**src/rtl/rect_sprite_rasterizer.sv**
```systemverilog
// Rectangle sprite rasterizer: walks a small attribute table and
// emits one framebuffer pixel write per clock, clipped to the screen.
module rect_sprite_rasterizer #(
  parameter int BUFFER_WIDTH      = 160,
  parameter int BUFFER_HEIGHT     = 120,
  parameter int BUFFER_DATA_WIDTH = 12,
  parameter int BUFFER_ADDR_WIDTH = $clog2(BUFFER_WIDTH*BUFFER_HEIGHT),
  parameter int MAX_SPRITES       = 8,
  parameter int SIZE_WIDTH        = 6,
  localparam int XW = $clog2(BUFFER_WIDTH),
  localparam int YW = $clog2(BUFFER_HEIGHT),
  localparam int IW = $clog2(MAX_SPRITES)
) (
  input  logic                         clk,
  input  logic                         rstn,
  input  logic                         attr_we,
  input  logic [IW-1:0]                attr_idx,
  input  logic                         attr_valid,
  input  logic [XW-1:0]                attr_x,
  input  logic [YW-1:0]                attr_y,
  input  logic [SIZE_WIDTH-1:0]        attr_w,
  input  logic [SIZE_WIDTH-1:0]        attr_h,
  input  logic [BUFFER_DATA_WIDTH-1:0] attr_color,
  input  logic                         draw_start,
  output logic                         draw_done,
  output logic                         write_en,
  output logic [BUFFER_ADDR_WIDTH-1:0] write_addr,
  output logic [BUFFER_DATA_WIDTH-1:0] write_data
);

  localparam int AW = BUFFER_ADDR_WIDTH;
  localparam int SW = SIZE_WIDTH;
  localparam int DW = BUFFER_DATA_WIDTH;
  localparam logic [XW:0] XLIM = (XW+1)'(BUFFER_WIDTH);
  localparam logic [YW:0] YLIM = (YW+1)'(BUFFER_HEIGHT);
  localparam logic [AW-1:0] ASTEP = AW'(BUFFER_WIDTH);

  typedef enum logic [2:0] {
    S_IDLE, S_LOAD, S_DRAW, S_DONE, S_WAIT
  } state_t;

  state_t state_q, state_d;

  logic          tv [MAX_SPRITES];
  logic [XW-1:0] tx [MAX_SPRITES];
  logic [YW-1:0] ty [MAX_SPRITES];
  logic [SW-1:0] tw [MAX_SPRITES];
  logic [SW-1:0] th [MAX_SPRITES];
  logic [DW-1:0] tc [MAX_SPRITES];

  logic [IW-1:0] idx_q;
  logic [XW-1:0] wx_q;
  logic [YW-1:0] wy_q;
  logic [SW-1:0] ww_q, wh_q, col_q, row_q;
  logic [DW-1:0] wc_q;
  logic [AW-1:0] rowbase_q;

  logic [XW:0] px;
  logic [YW:0] py;
  logic        inb, col_last, row_last, idx_last, skip;

  assign px       = {1'b0, wx_q} + (XW+1)'(col_q);
  assign py       = {1'b0, wy_q} + (YW+1)'(row_q);
  assign inb      = (px < XLIM) && (py < YLIM);
  assign col_last = col_q == ww_q - SW'(1);
  assign row_last = row_q == wh_q - SW'(1);
  assign idx_last = idx_q == IW'(MAX_SPRITES-1);
  assign skip     = !tv[idx_q] || tw[idx_q] == '0 || th[idx_q] == '0;

  // Attribute table, writable at any time.
  always_ff @(posedge clk or negedge rstn) begin
    if (!rstn) begin
      for (int i = 0; i < MAX_SPRITES; i++) begin
        tv[i] <= 1'b0;
        tx[i] <= '0;
        ty[i] <= '0;
        tw[i] <= '0;
        th[i] <= '0;
        tc[i] <= '0;
      end
    end else if (attr_we) begin
      tv[attr_idx] <= attr_valid;
      tx[attr_idx] <= attr_x;
      ty[attr_idx] <= attr_y;
      tw[attr_idx] <= attr_w;
      th[attr_idx] <= attr_h;
      tc[attr_idx] <= attr_color;
    end
  end

  // State register.
  always_ff @(posedge clk or negedge rstn) begin
    if (!rstn) state_q <= S_IDLE;
    else       state_q <= state_d;
  end

  // Next-state logic; dropping draw_start aborts a pass.
  always_comb begin
    state_d = state_q;
    case (state_q)
      S_IDLE: if (draw_start) state_d = S_LOAD;
      S_LOAD: begin
        if (!draw_start)   state_d = S_IDLE;
        else if (!skip)    state_d = S_DRAW;
        else if (idx_last) state_d = S_DONE;
      end
      S_DRAW: begin
        if (!draw_start)
          state_d = S_IDLE;
        else if (col_last && row_last)
          state_d = idx_last ? S_DONE : S_LOAD;
      end
      S_DONE: state_d = S_WAIT;
      S_WAIT: if (!draw_start) state_d = S_IDLE;
      default: state_d = S_IDLE;
    endcase
  end

  // Working copy of the current sprite and the raster walk counters.
  always_ff @(posedge clk or negedge rstn) begin
    if (!rstn) begin
      idx_q     <= '0;
      wx_q      <= '0;
      wy_q      <= '0;
      ww_q      <= '0;
      wh_q      <= '0;
      wc_q      <= '0;
      col_q     <= '0;
      row_q     <= '0;
      rowbase_q <= '0;
    end else begin
      case (state_q)
        S_IDLE: idx_q <= '0;
        S_LOAD: begin
          wx_q      <= tx[idx_q];
          wy_q      <= ty[idx_q];
          ww_q      <= tw[idx_q];
          wh_q      <= th[idx_q];
          wc_q      <= tc[idx_q];
          col_q     <= '0;
          row_q     <= '0;
          rowbase_q <= AW'(ty[idx_q] * BUFFER_WIDTH);
          if (skip && !idx_last) idx_q <= idx_q + IW'(1);
        end
        S_DRAW: begin
          if (col_last) begin
            col_q     <= '0;
            row_q     <= row_q + SW'(1);
            rowbase_q <= rowbase_q + ASTEP;
            if (row_last && !idx_last) idx_q <= idx_q + IW'(1);
          end else begin
            col_q <= col_q + SW'(1);
          end
        end
        default: ;
      endcase
    end
  end

  // Registered framebuffer write port and completion pulse.
  always_ff @(posedge clk or negedge rstn) begin
    if (!rstn) begin
      write_en   <= 1'b0;
      write_addr <= '0;
      write_data <= '0;
      draw_done  <= 1'b0;
    end else begin
      write_en  <= (state_q == S_DRAW) && draw_start && inb;
      draw_done <= state_q == S_DONE;
      if (state_q == S_DRAW) begin
        write_addr <= rowbase_q + AW'(px);
        write_data <= wc_q;
      end
    end
  end

endmodule
```
**config.mk**
```make
export PLATFORM = sky130hd
export DESIGN_NAME = rect_sprite_rasterizer
export DESIGN_NICKNAME = d
export VERILOG_FILES = /design/src/rtl/rect_sprite_rasterizer.sv
export SDC_FILE = /design/constraint.sdc
export NUM_CORES = 1
export LEC_CHECK = 0
export CORE_ASPECT_RATIO = 0.9
export CORE_MARGIN = 2
export CORE_UTILIZATION = 47
export CTS_BUF_LIST = sky130_fd_sc_hd__clkbuf_4 sky130_fd_sc_hd__clkbuf_8
export DETAILED_ROUTE_END_ITERATION = 8
export SYNTH_ARGS = -nofsm -noshare
export SYNTH_HDL_FRONTEND = slang
export SYNTH_SLANG_ARGS = --single-unit
export TNS_END_PERCENT = 1
```
**constraint.sdc**
```tcl
create_clock -name clk -period 4.4 [get_ports clk]
set_clock_uncertainty 0.15 [all_clocks]
set_input_delay 0.88 -clock clk [delete_from_list [all_inputs] [get_ports clk]]
set_output_delay 0.88 -clock clk [all_outputs]
set_load 0.02 [all_outputs]
```
==> results.json, run 1 <==
{
  "p_sw_share_pct": 33.0,
  "pre_cts_ws_ns": 0.541,
  "finalHoldWorstSlack_ns": 0.136,
  "grt_max_degree": 85,
  "syn_nets": 1467,
  "synth_area_sq_um": 19400,
  "layout-drive-gt1-share_pct": 36.5,
  "io_buffers": 75,
  "grt-ovfl-total": 0,
  "yosys.area.top_type": "dfrtp_1",
  "worst_ep_required_time_ns": 4.72,
  "multi_input_area_sq_um": 8530,
  "ctsResizeCount": 0,
  "dr.first_iter.drc_count": 594,
  "register_area_sq_um": 10400,
  "initial_utilization_pct": 47.7,
  "ant_nets": 0,
  "end_kind": "register",
  "fp.dieW_microns": 218,
  "clk_pin_slew_ns": 0.06,
  "postCtsSetupBuffers": 0,
  "mostFrequentLayoutCells": "dfrtp_1, mux2_2, clkbuf_8",
  "h-tree-depth": 3,
  "p_int_uw": 9360,
  "fillers": 3425,
  "grt_most_used_layer": "met2",
  "cts_buffers": 71,
  "rsz0062_at_grt": "no",
  "vias_per_cell": 5.51,
  "gp_congestion": 0.751,
  "drc_errors": 0,
  "grt_util_all_layers_pct": 20.8,
  "grt_util_met1_pct": 29.8,
  "nNetsFinal": 1558,
  "max_cap_viol_count": 0,
  "worstPathMaxFanout": 6,
  "p_sw_uw": 4620,
  "p_leak_uw": 0.00945,
  "synth_ff_type": "dfrtp_1",
  "clock_latency_ns": 0.62,
  "ctsHoldBuffers": 0,
  "antenna_found_initial": 1,
  "ys_ff_latch": 416,
  "hold_viol_final": 0,
  "yosysUniqueCellTypes": 57,
  "finalSetupTns_ns": 0,
  "seq_power_share_pct": 40.5,
  "period_needed_ns": 3.91,
  "rows": 70,
  "ios": 76,
  "worst_hold_path_type": "in -> async",
  "layout_commonest_cell": "dfrtp_1",
  "crit_arrival_ns": 4.22,
  "cts_tree": "done",
  "syn_inst": 1385,
  "postLayoutSetupSlackWorst_ns": 0.492,
  "clkPwrFrac_pct": 25.7,
  "routed-via-count": 11400,
  "first_pass_iters": 4,
  "drt_wl_total_microns": 42300,
  "critical_path_class": "reg -> reg",
  "hpwl_microns": 25500,
  "chipHeight_microns": 197,
  "outcome": "finished clean",
  "cts_root_buf": "clkbuf_8",
  "async_flop_share_pct": 100,
  "clock-sinks": 416,
  "fmax_ghz": 0.256,
  "ir_drop_mv": 0.354,
  "synth_top_area_share_pct": 53.5,
  "grt_pass1_vias": 12100,
  "dieArea_sq_um": 43000,
  "ys_seq_area_share_pct": 53.5,
  "total_power_uw": 14000,
  "grt_first_pass_wirelength_microns": 69000,
  "cts_buffer_depth": 3,
  "syn_to_final_growth_pct": 14.3,
  "start_kind": "register",
  "utilization_pct": 54.6,
  "coreArea_sq_um": 40700,
  "drv_slew": 0,
  "synth-edff-count": 0,
  "fin_crit_sh_pct": 88.8,
  "tightest_slew_ns": 0.840,
  "avgRoutedWirePerCell_microns": 20.5,
  "syn_area_per_cell_sq_um": 14.0,
  "slew_headroom_pct": 43.8,
  "p_per_area_nw_per_um2": 629,
  "yosys_warnings": 0,
  "met2_usage_pct": 32.4,
  "comb_power_share_pct": 33.8,
  "setup_viol": 0,
  "netlist_top_cells_area": "dfrtp_1, mux2_2, mux4_2",
  "grt_util_met3_pct": 3.44
}
==> sequential cells by signal (all words and copies together) (netlist names), 12 cells and up <==
name / count
write_data: 12
th: 48
tw: 48
wc_q: 12
write_addr: 15
ty: 56
tx: 64
tc: 96
==> power groups by stage <==
stage	Clock (uW)	Sequential [uW]	Combinational, uW
floorplan	0	5480	3650
global placement	0	5690	4700
detailed placement	0	5730	4780
CTS	3710	5670	4800
global route	3880	5810	5260
finish	3590	5660	4730
==> area by class of cell <==
class / count / area share (%)
Sequential cell: 416 / 46.9
Multi-Input combinational cell: 866 / 38.4
Clock buffer: 114 / 6.36
Clock inverter: 11 / 0.304
Antenna cell: 1 / 0.0113
Timing Repair Buffer: 101 / 4.67
Tap cell: 540 / 3.04
Inverter: 20 / 0.338
==> cells in the mapped netlist (all sizes together), types with 2 or more instances <==
cell      n
or2       2
o22ai     6
nor2     65
a21boi    2
mux2    332
or3       4
nand4b    3
nor3b     6
o21bai    3
nor2b     7
or3b      2
a21oi    58
mux2i    36
fa        2
a22oi     2
a22o      2
o31ai     2
o21ai    38
xor2     18
and3      3
mux4     80
nand2b    5
inv      20
nand2    79
dfrtp   416
and3b     2
nand3    11
ha       33
nor3     11
or4b      2
xnor2    27
nand4     5
clkbuf   41
buf      41
a21o      7
a31oi     2
==> worst max-delay path, cell delays in order (launching register included) <==
cell and delay, ns:
dfrtp_1 0.45, ha_1 0.25, fa_1 0.41, a21o_1 0.18
a21oi_1 0.21, o21bai_1 0.10, a21oi_1 0.21, xnor2_1 0.17
ha_1 0.31, a21o_1 0.20, a21o_1 0.18, a21oi_1 0.31
o21ai_0 0.24, nand4_1 0.16, xor2_1 0.14, o21ai_0 0.08
==> logic make-up after synthesis <==
kind of cell    after synthesis  share of synthesized area (%)
compound gates              126                           3.64
xor+xnor                     45                           2.03
fa+ha+maj                    35                           2.33
buf+inv                     103                           2.74
flops                       416                           53.5
mux                         448                           30.7
other cells                   1                         0.0193
simple gates                211                           5.01
==> final timing paths <==
check	cells past startpoint	slack [ns]	from	end
setup / recovery	15	0.49	col_q[0]	write_addr[12]
hold reg to reg	2	0.32	write_data[5]	write_data[5]
min in group clk	2	0.32	write_data[5]	write_data[5]
hold / removal	1	0.14	rstn	ty[52]
max in group asynchronous	2	3.00	rstn	wc_q[10]
setup reg to reg	15	0.49	col_q[0]	write_addr[12]
==> metrics by stage <==
| step | instance area (sq um) | std cells |
|---|---|---|
| after floorplan | 19400 | 1385 |
| after global placement | 20700 | 1943 |
| after detailed placement | 20700 | 1943 |
| after CTS | 22200 | 2068 |
| after global routing | 22200 | 2068 |
| final | 22200 | 2069 |
==> routing by layer <==
layer	up-vias	part of all wire (%)	wire (microns)
met2	159	46	19500
met1	5926	48	20300
met5	-	0	0
met3	76	3.6	1520
li1	5245	-	-
met4	0	2.4	1020
Power figures use the tool's default switching activity.
==> run 2: changes to the inputs <==
CTS_CLUSTER_SIZE = 8   (was unset)
TNS_END_PERCENT = unset   (was 1)
clock period = 4.9 ns   (was 4.4 ns; I/O delays follow)
==> run 2 against run 1 <==
Flip-flop and latch count is the same. Clock-buffer cell count grew 3. Final cell count grew 0.14%. Critical path type unchanged.
==> results.json, run 2 (same netlist as run 1, synthesis figures left out) <==
{
  "outcome": "finished clean",
  "fmax_ghz": 0.255,
  "seq_power_share_pct": 40.4,
  "ctsResizeCount": 0,
  "ctsHoldBuffers": 0,
  "grt_first_pass_wirelength_microns": 69400,
  "grt_pass1_vias": 12300,
  "worst_hold_path_type": "in -> async",
  "antenna_found_initial": 1,
  "routed-via-count": 11400,
  "postLayoutSetupSlackWorst_ns": 0.986,
  "hold_viol_final": 0,
  "cts_tree": "done",
  "hpwl_microns": 25700,
  "critical_path_class": "reg -> reg",
  "clkPwrFrac_pct": 26.0,
  "layout-drive-gt1-share_pct": 36.6,
  "clock-sinks": 416,
  "clk_pin_slew_ns": 0.06,
  "drt_wl_total_microns": 42700,
  "fin_crit_sh_pct": 79.9,
  "initial_utilization_pct": 47.7,
  "io_buffers": 75,
  "p_int_uw": 8460,
  "max_stage_delay_ns": 0.44,
  "dr.first_iter.drc_count": 719,
  "vias_per_cell": 5.51,
  "cts_buffers": 72,
  "finalSetupTns_ns": 0,
  "rsz0062_at_grt": "no",
  "drv_slew": 0,
  "postCtsSetupBuffers": 0,
  "layout_commonest_cell": "dfrtp_1",
  "cts_root_buf": "clkbuf_8",
  "register_area_sq_um": 10400,
  "ir_drop_mv": 0.295,
  "fp.dieW_microns": 218,
  "gp_congestion": 0.763,
  "p_per_area_nw_per_um2": 569,
  "avgRoutedWirePerCell_microns": 20.6,
  "rows": 70,
  "grt_max_degree": 120,
  "path_cells": "ha_1 > fa_1 > a21o_1 > a21oi_1 > o21bai_1 > a21oi_1 > xnor2_1 > ha_1 > a21o_1 > a21o_1 > a21oi_1 > o21ai_0 > nand4_1 > xor2_1 > o21ai_0",
  "setup_viol": 0,
  "first_pass_iters": 5,
  "fillers": 3492,
  "start_kind": "register",
  "grt-ovfl-total": 0,
  "h-tree-depth": 3,
  "slew_headroom_pct": 28.6,
  "mostFrequentLayoutCells": "dfrtp_1, mux2_2, clkbuf_8",
  "final_cell_count_no_fill": 2072,
  "coreArea_sq_um": 40700,
  "ios": 76,
  "chipHeight_microns": 197,
  "grt_util_all_layers_pct": 21.0,
  "largest_reg_flops": 96,
  "crit_arrival_ns": 4.22,
  "pre_cts_ws_ns": 1.02,
  "p_sw_share_pct": 33.0,
  "period_needed_ns": 3.91,
  "dieArea_sq_um": 43000,
  "p_sw_uw": 4180,
  "drc_errors": 0,
  "multi_input_area_sq_um": 8530,
  "ant_nets": 0,
  "worst_ep_required_time_ns": 5.21,
  "syn_to_final_growth_pct": 14.3,
  "dpl.cell_count": 1942,
  "largest_register": "tc",
  "tightest_slew_ns": 1.07,
  "worstPathMaxFanout": 6,
  "top_regs": "tc: 96 flops, tx: 64 flops, ty: 56 flops",
  "cp_slowest_cell": "dfrtp_1",
  "nNetsFinal": 1558,
  "end_kind": "register",
  "clock_latency_ns": 0.63,
  "p_leak_uw": 0.00947,
  "max_cap_viol_count": 0,
  "cts_buffer_depth": 3,
  "comb_power_share_pct": 33.5
}
## run 2: area by class of cell
class | instances | share of cell area [%]
repair buffers | 100 | 4.47
inverters | 20 | 0.338
clock buffers | 117 | 6.57
flip-flops and latches | 416 | 46.9
clock inverters | 12 | 0.310
well taps | 540 | 3.04
multi-input cells | 866 | 38.4
diodes | 1 | 0.0113
## run 2: path summary, 6_finish.rpt
kind	startpoint	end	slack (ns)	cells past startpoint
worst max-delay path	col_q[0]	write_addr[12]	0.99	15
worst min-delay path	rstn	ty[11]	0.27	1
worst max register to register	col_q[0]	write_addr[12]	0.99	15
worst min register to register	wc_q[5]	write_data[5]	0.31	2
max in group asynchronous	rstn	tc[15]	3.29	2
min in group clk	wc_q[5]	write_data[5]	0.31	2
## run 2: stage by stage
stage / utilization [%] / power (uW) / hold WS, ns / cell area [sq um]
after floorplan: - / 8200 / 0.289 / 19400
after global placement: 50.8 / 9330 / 0.309 / 20700
after detailed placement: 50.8 / 9460 / 0.312 / 20700
after CTS: 54.6 / 12800 / 0.272 / 22200
after global routing: 54.6 / 13500 / 0.298 / 22200
final: 54.6 / 12600 / 0.271 / 22200
## run 2: critical path, delay by kind of cell, from the launching register on
kind            cells  cell delay, ns
xor+xnor            2            0.31
flops               1            0.44
simple gates        1            0.16
compound gates      9            1.73
fa+ha+maj           3            0.96
## run 2: routing by layer
layer / vias to the layer above / track usage [%] / share of wire (%)
met2: 155 / 33.4 / 47
met5: - / 0 / 0
met4: 0 / 5.74 / 2.0
met3: 68 / 4.21 / 3.3
li1: 5230 / - / -
met1: 5966 / 29.4 / 48
## run 2: power by group through the flow
stage                     Sequential (uW)  Clock [uW]  Combinational [uW]
after floorplan                      4920           0                3280
after global placement               5140           0                4190
after detailed placement             5170           0                4280
after CTS                            5120        3390                4300
after global routing                 5240        3560                4710
final                                5110        3290                4240
